--- src/rtl/buzzer_sched.sv ---
// -----------------------------------------------------------------------------
// buzzer_sched
//
// Arbitrates the board's single square-wave buzzer between three requesters
// (alarm melody, hourly chime, key click) and sequences each of them. Drives the
// tone generator with an enable and a half-period divider, and steps a 64-entry
// combinational melody ROM while the alarm plays.
//
// Optional feature macro: BUZZER_CLICK_EN
//   defined   : key_click source and the CLICK state are built.
//   undefined : key_click is ignored, CLICK state and CLICK_DIV logic are absent,
//               src never reports 1.
//
// Ports
//   clk        in   system clock (24 MHz)
//   rst_n      in   asynchronous active-low reset
//   alarm_req  in   one-cycle pulse: alarm time reached
//   chime_req  in   one-cycle pulse: hour rollover
//   key_click  in   one-cycle pulse: debounced key press
//   stop       in   level or pulse: cancel a running alarm
//   song_div   in   [16:0] half-period for song_idx from the melody ROM
//   song_idx   out  [5:0]  melody ROM address (0 outside ALARM)
//   tone_en    out  tone generator enable
//   tone_div   out  [16:0] half-period count for the tone generator
//   src        out  [1:0]  active source: 0 none, 1 click, 2 chime, 3 alarm
//   busy       out  scheduler not idle
//   dbg_state  out  [2:0]  current FSM state encoding
//
// Request semantics: there is no handshake. A request pulse is sampled on the
// rising clk edge; it is either accepted (state changes on that edge) or dropped
// when a source of equal or higher priority is active. Nothing is queued.
// Priority is alarm > chime > click; a higher source preempts a lower one at
// once, clearing the tick counter and the beep/pass counters.
//
// Timing: state and song_idx change on the edge that samples the request.
// tone_en/tone_div/src/busy are registered from the state (and song_div), so
// they follow the state by one cycle.
// -----------------------------------------------------------------------------
module buzzer_sched #(
  parameter int unsigned NOTE_TICKS   = 6000000,
  parameter int unsigned CLICK_TICKS  = 1200000,
  parameter int unsigned ALARM_REPEAT = 3,
  parameter logic [16:0] CHIME_DIV    = 17'd11466,
  parameter logic [16:0] CLICK_DIV    = 17'd5454
) (
  input  logic        clk,
  input  logic        rst_n,
  input  logic        alarm_req,
  input  logic        chime_req,
  input  logic        key_click,
  input  logic        stop,
  input  logic [16:0] song_div,
  output logic [5:0]  song_idx,
  output logic        tone_en,
  output logic [16:0] tone_div,
  output logic [1:0]  src,
  output logic        busy,
  output logic [2:0]  dbg_state
);

  localparam logic [23:0] NOTE_LAST = 24'(NOTE_TICKS - 1);
  localparam logic [3:0]  REPEAT_N  = 4'(ALARM_REPEAT);

  typedef enum logic [2:0] {
    S_IDLE      = 3'd0,
`ifdef BUZZER_CLICK_EN
    S_CLICK     = 3'd1,
`endif
    S_CHIME_ON  = 3'd2,
    S_CHIME_GAP = 3'd3,
    S_ALARM     = 3'd4,
    S_ALARM_GAP = 3'd5
  } state_e;

  state_e      state_q, state_d;
  logic [23:0] tick_q, tick_d;
  logic [1:0]  beep_q, beep_d;   // chime beep count; reused as gap quarter count in ALARM_GAP
  logic [3:0]  pass_q, pass_d;
  logic [5:0]  idx_q, idx_d;

  logic        tone_en_q, tone_en_d;
  logic [16:0] tone_div_q, tone_div_d;
  logic [1:0]  src_q, src_d;
  logic        busy_q, busy_d;

  logic        note_end;
  logic        in_alarm;
  logic        chime_ok;

`ifdef BUZZER_CLICK_EN
  localparam logic [23:0] CLICK_LAST = 24'(CLICK_TICKS - 1);
  assign chime_ok = (state_q == S_IDLE) || (state_q == S_CLICK);
`else
  // Click source is not built; keep its inputs visibly consumed.
  logic [17:0] unused_click;
  assign unused_click = {key_click, CLICK_DIV};
  assign chime_ok     = (state_q == S_IDLE);
`endif

  assign note_end = (tick_q == NOTE_LAST);
  assign in_alarm = (state_q == S_ALARM) || (state_q == S_ALARM_GAP);

  // Next-state logic: preemption first, then normal sequencing.
  always_comb begin
    state_d = state_q;
    tick_d  = tick_q;
    beep_d  = beep_q;
    pass_d  = pass_q;
    idx_d   = idx_q;

    if (alarm_req && !in_alarm) begin
      state_d = S_ALARM;
      tick_d  = '0;
      beep_d  = '0;
      pass_d  = '0;
      idx_d   = '0;
    end else if (stop && in_alarm) begin
      state_d = S_IDLE;
      tick_d  = '0;
      beep_d  = '0;
      pass_d  = '0;
      idx_d   = '0;
    end else if (chime_req && chime_ok) begin
      state_d = S_CHIME_ON;
      tick_d  = '0;
      beep_d  = '0;
`ifdef BUZZER_CLICK_EN
    end else if (key_click && (state_q == S_IDLE)) begin
      state_d = S_CLICK;
      tick_d  = '0;
`endif
    end else begin
      case (state_q)
        S_IDLE: begin
          tick_d = '0;
        end
`ifdef BUZZER_CLICK_EN
        S_CLICK: begin
          if (tick_q == CLICK_LAST) begin
            state_d = S_IDLE;
            tick_d  = '0;
          end else begin
            tick_d = tick_q + 24'd1;
          end
        end
`endif
        S_CHIME_ON: begin
          if (note_end) begin
            tick_d = '0;
            // Second beep ends the chime with no trailing gap.
            if (beep_q == 2'd1) begin
              state_d = S_IDLE;
              beep_d  = '0;
            end else begin
              state_d = S_CHIME_GAP;
              beep_d  = beep_q + 2'd1;
            end
          end else begin
            tick_d = tick_q + 24'd1;
          end
        end
        S_CHIME_GAP: begin
          if (note_end) begin
            state_d = S_CHIME_ON;
            tick_d  = '0;
          end else begin
            tick_d = tick_q + 24'd1;
          end
        end
        S_ALARM: begin
          if (note_end) begin
            tick_d = '0;
            if (idx_q == 6'd63) begin
              idx_d = '0;
              if ((pass_q + 4'd1) == REPEAT_N) begin
                state_d = S_IDLE;
                pass_d  = '0;
              end else begin
                state_d = S_ALARM_GAP;
                pass_d  = pass_q + 4'd1;
                beep_d  = '0;
              end
            end else begin
              idx_d = idx_q + 6'd1;
            end
          end else begin
            tick_d = tick_q + 24'd1;
          end
        end
        S_ALARM_GAP: begin
          // Gap is four note periods; counted as four tick wraps so the
          // 24-bit tick counter never has to hold 4*NOTE_TICKS.
          if (note_end) begin
            tick_d = '0;
            if (beep_q == 2'd3) begin
              state_d = S_ALARM;
              beep_d  = '0;
            end else begin
              beep_d = beep_q + 2'd1;
            end
          end else begin
            tick_d = tick_q + 24'd1;
          end
        end
        default: begin
          state_d = S_IDLE;
          tick_d  = '0;
          beep_d  = '0;
          pass_d  = '0;
          idx_d   = '0;
        end
      endcase
    end
  end

  // Output decode from the current state; registered below so outputs lag
  // the state by one cycle.
  always_comb begin
    tone_en_d  = 1'b0;
    tone_div_d = '0;
    src_d      = 2'd0;
    busy_d     = (state_q != S_IDLE);
    case (state_q)
`ifdef BUZZER_CLICK_EN
      S_CLICK: begin
        tone_en_d  = 1'b1;
        tone_div_d = CLICK_DIV;
        src_d      = 2'd1;
      end
`endif
      S_CHIME_ON: begin
        tone_en_d  = 1'b1;
        tone_div_d = CHIME_DIV;
        src_d      = 2'd2;
      end
      S_CHIME_GAP: begin
        src_d = 2'd2;
      end
      S_ALARM: begin
        tone_en_d  = 1'b1;
        tone_div_d = song_div;
        src_d      = 2'd3;
      end
      S_ALARM_GAP: begin
        src_d = 2'd3;
      end
      default: begin
        src_d = 2'd0;
      end
    endcase
  end

  always_ff @(posedge clk or negedge rst_n) begin
    if (!rst_n) begin
      state_q    <= S_IDLE;
      tick_q     <= '0;
      beep_q     <= '0;
      pass_q     <= '0;
      idx_q      <= '0;
      tone_en_q  <= 1'b0;
      tone_div_q <= '0;
      src_q      <= 2'd0;
      busy_q     <= 1'b0;
    end else begin
      state_q    <= state_d;
      tick_q     <= tick_d;
      beep_q     <= beep_d;
      pass_q     <= pass_d;
      idx_q      <= idx_d;
      tone_en_q  <= tone_en_d;
      tone_div_q <= tone_div_d;
      src_q      <= src_d;
      busy_q     <= busy_d;
    end
  end

  assign song_idx  = idx_q;
  assign tone_en   = tone_en_q;
  assign tone_div  = tone_div_q;
  assign src       = src_q;
  assign busy      = busy_q;
  assign dbg_state = state_q;

endmodule

--- config.mk ---
export PLATFORM = sky130hd
export DESIGN_NAME = buzzer_sched
export DESIGN_NICKNAME = d
export VERILOG_FILES = /design/src/rtl/buzzer_sched.sv
export SDC_FILE = /design/constraint.sdc
export NUM_CORES = 1
export LEC_CHECK = 0
export ABC_AREA = 1
export BUFFER_PORTS_ARGS = -buffer_cell sky130_fd_sc_hd__buf_2
export CELL_PAD_IN_SITES_DETAIL_PLACEMENT = 1
export CELL_PAD_IN_SITES_GLOBAL_PLACEMENT = 1
export CORE_ASPECT_RATIO = 1.5
export CORE_MARGIN = 5
export CORE_UTILIZATION = 42
export CTS_CLUSTER_SIZE = 24
export DETAILED_ROUTE_END_ITERATION = 7
export PLACE_DENSITY_LB_ADDON = 0.05
export SYNTH_ARGS = -nofsm -noshare
export SYNTH_HDL_FRONTEND = slang
export SYNTH_SLANG_ARGS = --single-unit
--- constraint.sdc ---
create_clock -name clk -period 1.75 [get_ports clk]
set_input_delay 0.175 -clock clk [delete_from_list [all_inputs] [get_ports clk]]
set_output_delay 0.175 -clock clk [all_outputs]
set_load 0.005 [all_outputs]
* After elaboration in Yosys (flattened, before gate mapping)
Index checks and enable logic that the tools add are counted.
** Operators by class
- Reductions and logical operators :: 17
- Add/subtract/negate cells :: 4
- Equality and inequality tests :: 22
- Multiplexer cells :: 44
** Operators with widths (count)
- $mux W24 :: 5
- $pmux W17 S2 :: 1
- $mux W3 :: 10
- $mux W6 :: 5
- $add A24 B1 Y24 const B :: 1
- $eq A24 B23 Y1 const B :: 1
- $mux W4 :: 6
- $mux W2 :: 11
- $ne A5 B5 Y1 const B :: 3
- $pmux W3 S5 :: 1
- $ne A4 B1 Y1 const B :: 3
- $pmux W6 S2 :: 1
- $ne A5 B1 Y1 const B :: 2
- $ne A5 B2 Y1 const B :: 2
- $pmux W2 S4 :: 1
- $pmux W4 S2 :: 1
- $reduce_or A2 Y1 :: 4
- $reduce_or A4 Y1 :: 2
- $reduce_and A7 Y1 :: 1
- $add A6 B1 Y6 const B :: 1
- $eq A3 B2 Y1 const B :: 2
- $eq A3 B3 Y1 const B :: 2
- $eq A6 B6 Y1 const B :: 1
- $reduce_and A6 Y1 :: 1
- 17 further kinds :: 19
** Storage, ports and cells
- Register bits :: 60
- Output and inout bits :: 30
- Word-level logic and storage cells :: 96
- Input port bits :: 23

* Depth between registers and ports, before layout
- Depth in word-level cells :: 9
- Mapped depth :: 12
- Depth with buffers taken out :: 12

* Worst setup path after synthesis
No wires, ideal clock.
- Path kind :: reg2reg
- Start point :: register idx_q[0], in the netlist song_idx[0]
- End point :: register beep_q[0]
- Slack :: 0.172 ns
- Arrival time :: 1.461 ns
- Data required time :: 1.633 ns
- Clock period less this slack :: 1.578 ns
- Library setup time :: 0.117 ns
- Path buffers :: 0
- Cell stages (with the launch flop) :: 13
- Cells stage by stage :: dfrtp_1 ha_1 nand2_1 inv_1 nand2_1 nor2_1 nand2_1 nand2_1 nand2_1 nor2_4 nand2_1 nand2_1 nand2_1
** On the way
- Word-level cells in the longest chain between the ends :: 3
** RTL lines
- start: declaration :: RTL line 79 : logic [5:0] idx_q, idx_d;
- start signal: assignment :: RTL line 269 : idx_q <= idx_d;
- $eq A6 B6 Y1 :: RTL line 173 : if (idx_q == 6'd63) begin
- $ne A5 B1 Y1 (no line)
- $reduce_and A6 Y1 (no line)
- end signal: assignment :: RTL line 267 : beep_q <= beep_d;
- end: declaration :: RTL line 77 : logic [1:0] beep_q, beep_d;
No other way between the ends.
A chain may end at the register's enable or synchronous reset.

* Final worst setup path
- Start point :: register idx_q[0], in the netlist song_idx[0]
- End point :: register pass_q[1]
** On the way
- Word-level cells in the longest chain between the ends :: 3
** RTL lines
- $eq A6 B6 Y1 :: RTL line 173
- $ne A4 B1 Y1 (no line)
- $reduce_and A4 Y1 (no line)
- end signal: assignment :: RTL line 268 : pass_q <= pass_d;
- end: declaration :: RTL line 78 : logic [3:0] pass_q, pass_d;
No other way between the ends.

==> reports/metrics.cfg <==
[run_status]
run_status = finished, final reports clean

[floorplanning]
rows = 39
die_area_um2 = 9520
ioPinCount = 53
core_um2 = 7510
die_width_um = 81.3
die_h_um = 117
initial_core_util_pct = 42.7

[final_layout]
area_growth_syn_to_layout_pct = 30.6
final_nets = 516
drive_gt1_share_pct = 31.0
design_area_um2 = 4190
n_antenna_cell = 0

[global_routing]
grt_use_total_pct = 22.3
grt_pass1_vias = 3378
antenna_found_initial = 0
grt_max_degree = 61
grt_overflow = 0
grt_pass1_wl_um = 15900

[timing]
worst_pin_slew_ps = 470
rsz0062_at_grt = yes
finClkSkew_ps = 4.45
max_freq_ghz = 0.592
tns_ps = 0
hold_viol = 0
maxSlewHeadroom_pct = 68.4
setup_viol = 0
period_share_pct = 96.5
period_needed_ps = 1690
slew_viol_final = 0

[worst_setup_path]
end_kind = flop
endpoint = pass_q[1]$_DFFE_PN0P_
critPathBufInv = 2
critPathLaunchType = flop
cp_data_arrival_time_ps = 1890
max_stage_delay_ps = 370
reg2reg_slack_ps = 60
startpoint = song_idx[0]$_DFFE_PN0P_
cpMaxStageDelayCell = dfrtp_1
cp.depth = 11
path_common_cell = nand2_1
critical_path.top_delay_family = simple AND/OR/NAND/NOR gates
rr_endpoint = pass_q[1]$_DFFE_PN0P_
worstPathCellList = ha_2 -> nand2_1 -> inv_1 -> nand2_1 -> nor2_2 -> nand2_2 -> nand2_2 -> buf_4 -> nand3_2 -> nand2_1 -> o21ai_0
worstPathRequired_ps = 1950
worstReg2RegStart = song_idx[0]$_DFFE_PN0P_
critical_path_class = flop to flop
ff2ff_path_depth = 11
crit_fanout = 8

[drt]
vias = 2990
drc_errors = 0
drt_iter0_drc = 154
ant_nets = 0
drt_pass1_iterations = 4
routed_via_density = 5.04
wirelength_um = 9560
routedWlPerCell_um = 16.1

[synth]
synth_top_cell_by_area = dfrtp_1
synth_top_cell_area_share_pct = 46.8
synth_commonest_cells = nand2_1, nor2_1, dfrtp_1
synth_area_per_cell_um2 = 8.08
synthesis.nets = 427
yosys_register_bits = 60
syn_area_um2 = 3210
yosysWarnings = 0
async_flop_share_pct = 100
yosysMostFrequentCell = nand2_1
synth.distinct_cells = 35
synth_edf_count = 0
ys_top_cells_by_area = dfrtp_1, nand2_1, nor2_1
synth-seq-area-share_pct = 46.8
synth-main-ff-cell = dfrtp_1
syn_inst = 397

[place]
dp_hpwl_um = 7030
placed_cell_area_um2 = 3750
numPortBuffers = 51
place.gp.congestion = 0.970

[power]
power.total_mw = 5.74
powerDensity_nw_per_um2 = 1370
cellLeakagePower_nw = 2.11
max-vdd-ir-drop_mv = 0.992

[cts]
path_clk_slew_ps = 50
h-tree-depth = 3
cts_buffers = 9
cts.sinks = 60
cts-root-buf = clkbuf_16
cts.path.max_buffers = 2
cts_tree = done
clock_latency_ps = 330

[hold_path]
hold_path_class = input pin to flop

[flow_run]
max_cap_viol_count = 0

## where the power goes
group          switching [mW]  leakage (nW)  internal (mW)  total [mW]
sequential              0.136         0.808           1.66        1.80
combinational            1.38          1.16          0.775        2.15
clock                   0.610         0.142           1.18        1.79
total                    2.12          2.11           3.62        5.74
## metal layers
layer  GRT usage [%]  wire length (um)  up-vias
li1                -                 -     1431
met1            21.3              3220     1476
met2            42.8              5690       55
met3            4.36               293       28
met4            13.0               355        0
met5               0                 0        -
## cell type report
cell class | count | area, um2
multi-input combinational | 271 | 1500
fill | 971 | 3330
sequential | 60 | 1500
timing repair buffer | 83 | 523
inverter | 61 | 230
tap | 102 | 128
clock inverter | 3 | 45.0
clock buffer | 13 | 260
## cells in the final DEF (no fill, tap or decap), types with 5 or more instances in the layout
cell type / instances
buf_4: 29
a21oi_1: 5
xnor2_1: 6
nand4_1: 7
inv_1: 53
dfrtp_1: 58
o21ai_0: 7
clkbuf_16: 9
nor2_1: 63
ha_1: 5
o21ai_2: 6
xor2_1: 7
nand3_1: 28
nor2_2: 5
nor3_1: 13
buf_2: 51
nand2_2: 17
inv_2: 7
nand2_1: 75
## timing repair
action / 4_1_cts / 5_1_grt
hold buffers: 1 / 0
gates resized for setup: 4 / 12
cloned: 0 / 0
pin swaps: 3 / 7
setup buffers: 3 / 5
setup endpoints to repair: 9 / 13
endpoints found under the hold margin: 60 / 0
## worst min-delay path, stage by stage
cell	delay [ps]
buf_2	70
nand2_1	40
nand2_1	40
## how the worst min path moves through the flow
| stage | start | endpoint | slack (ps) | cells after the start |
|---|---|---|---|---|
| 4_1_cts | song_div[7] | tone_div[7]$_DFF_PN0_ | 30 | 3 |
| 5_1_grt | song_div[8] | tone_div[8]$_DFF_PN0_ | 40 | 3 |
| 6_report | song_div[7] | tone_div[7]$_DFF_PN0_ | 40 | 3 |
| 3_5_place_dp | rst_n | tick_q[2]$_DFF_PN0_ | 210 | 2 |
| 3_3_place_gp | rst_n | tick_q[2]$_DFF_PN0_ | 210 | 2 |
| 2_1_floorplan | rst_n | beep_q[0]$_DFFE_PN0P_ | -120 | 0 |
## state kept, by name, summed over array words and instances, names as in the netlist
name,flops
tone_en,1
beep_q,2
song_idx,6
tone_div,17
dbg_state,3
src,2
pass_q,4
tick_q,24
busy,1
## cell families after synthesis
| logic type | count (synthesis) | synth area share (%) |
|---|---|---|
| adder cells (fa/ha/maj) | 7 | 2.73 |
| AND/OR/NAND/NOR | 226 | 33.0 |
| AO/OA/AOI/OAI | 25 | 5.58 |
| buffers and inverters | 66 | 8.31 |
| XOR/XNOR | 13 | 3.55 |
| flip-flops | 60 | 46.8 |
## through the flow
step	setup slack (ps)	util, %	hold WS (ps)	cells
floorplan	172	-	-121	397
CTS	1.91	54.7	33.8	588
finish	61.1	55.7	43.6	593
detailed placement	-60.7	49.9	214	568
global placement	44.8	49.9	212	568
global route	-69.7	55.7	44.8	593
Power figures use the tool's default switching activity.
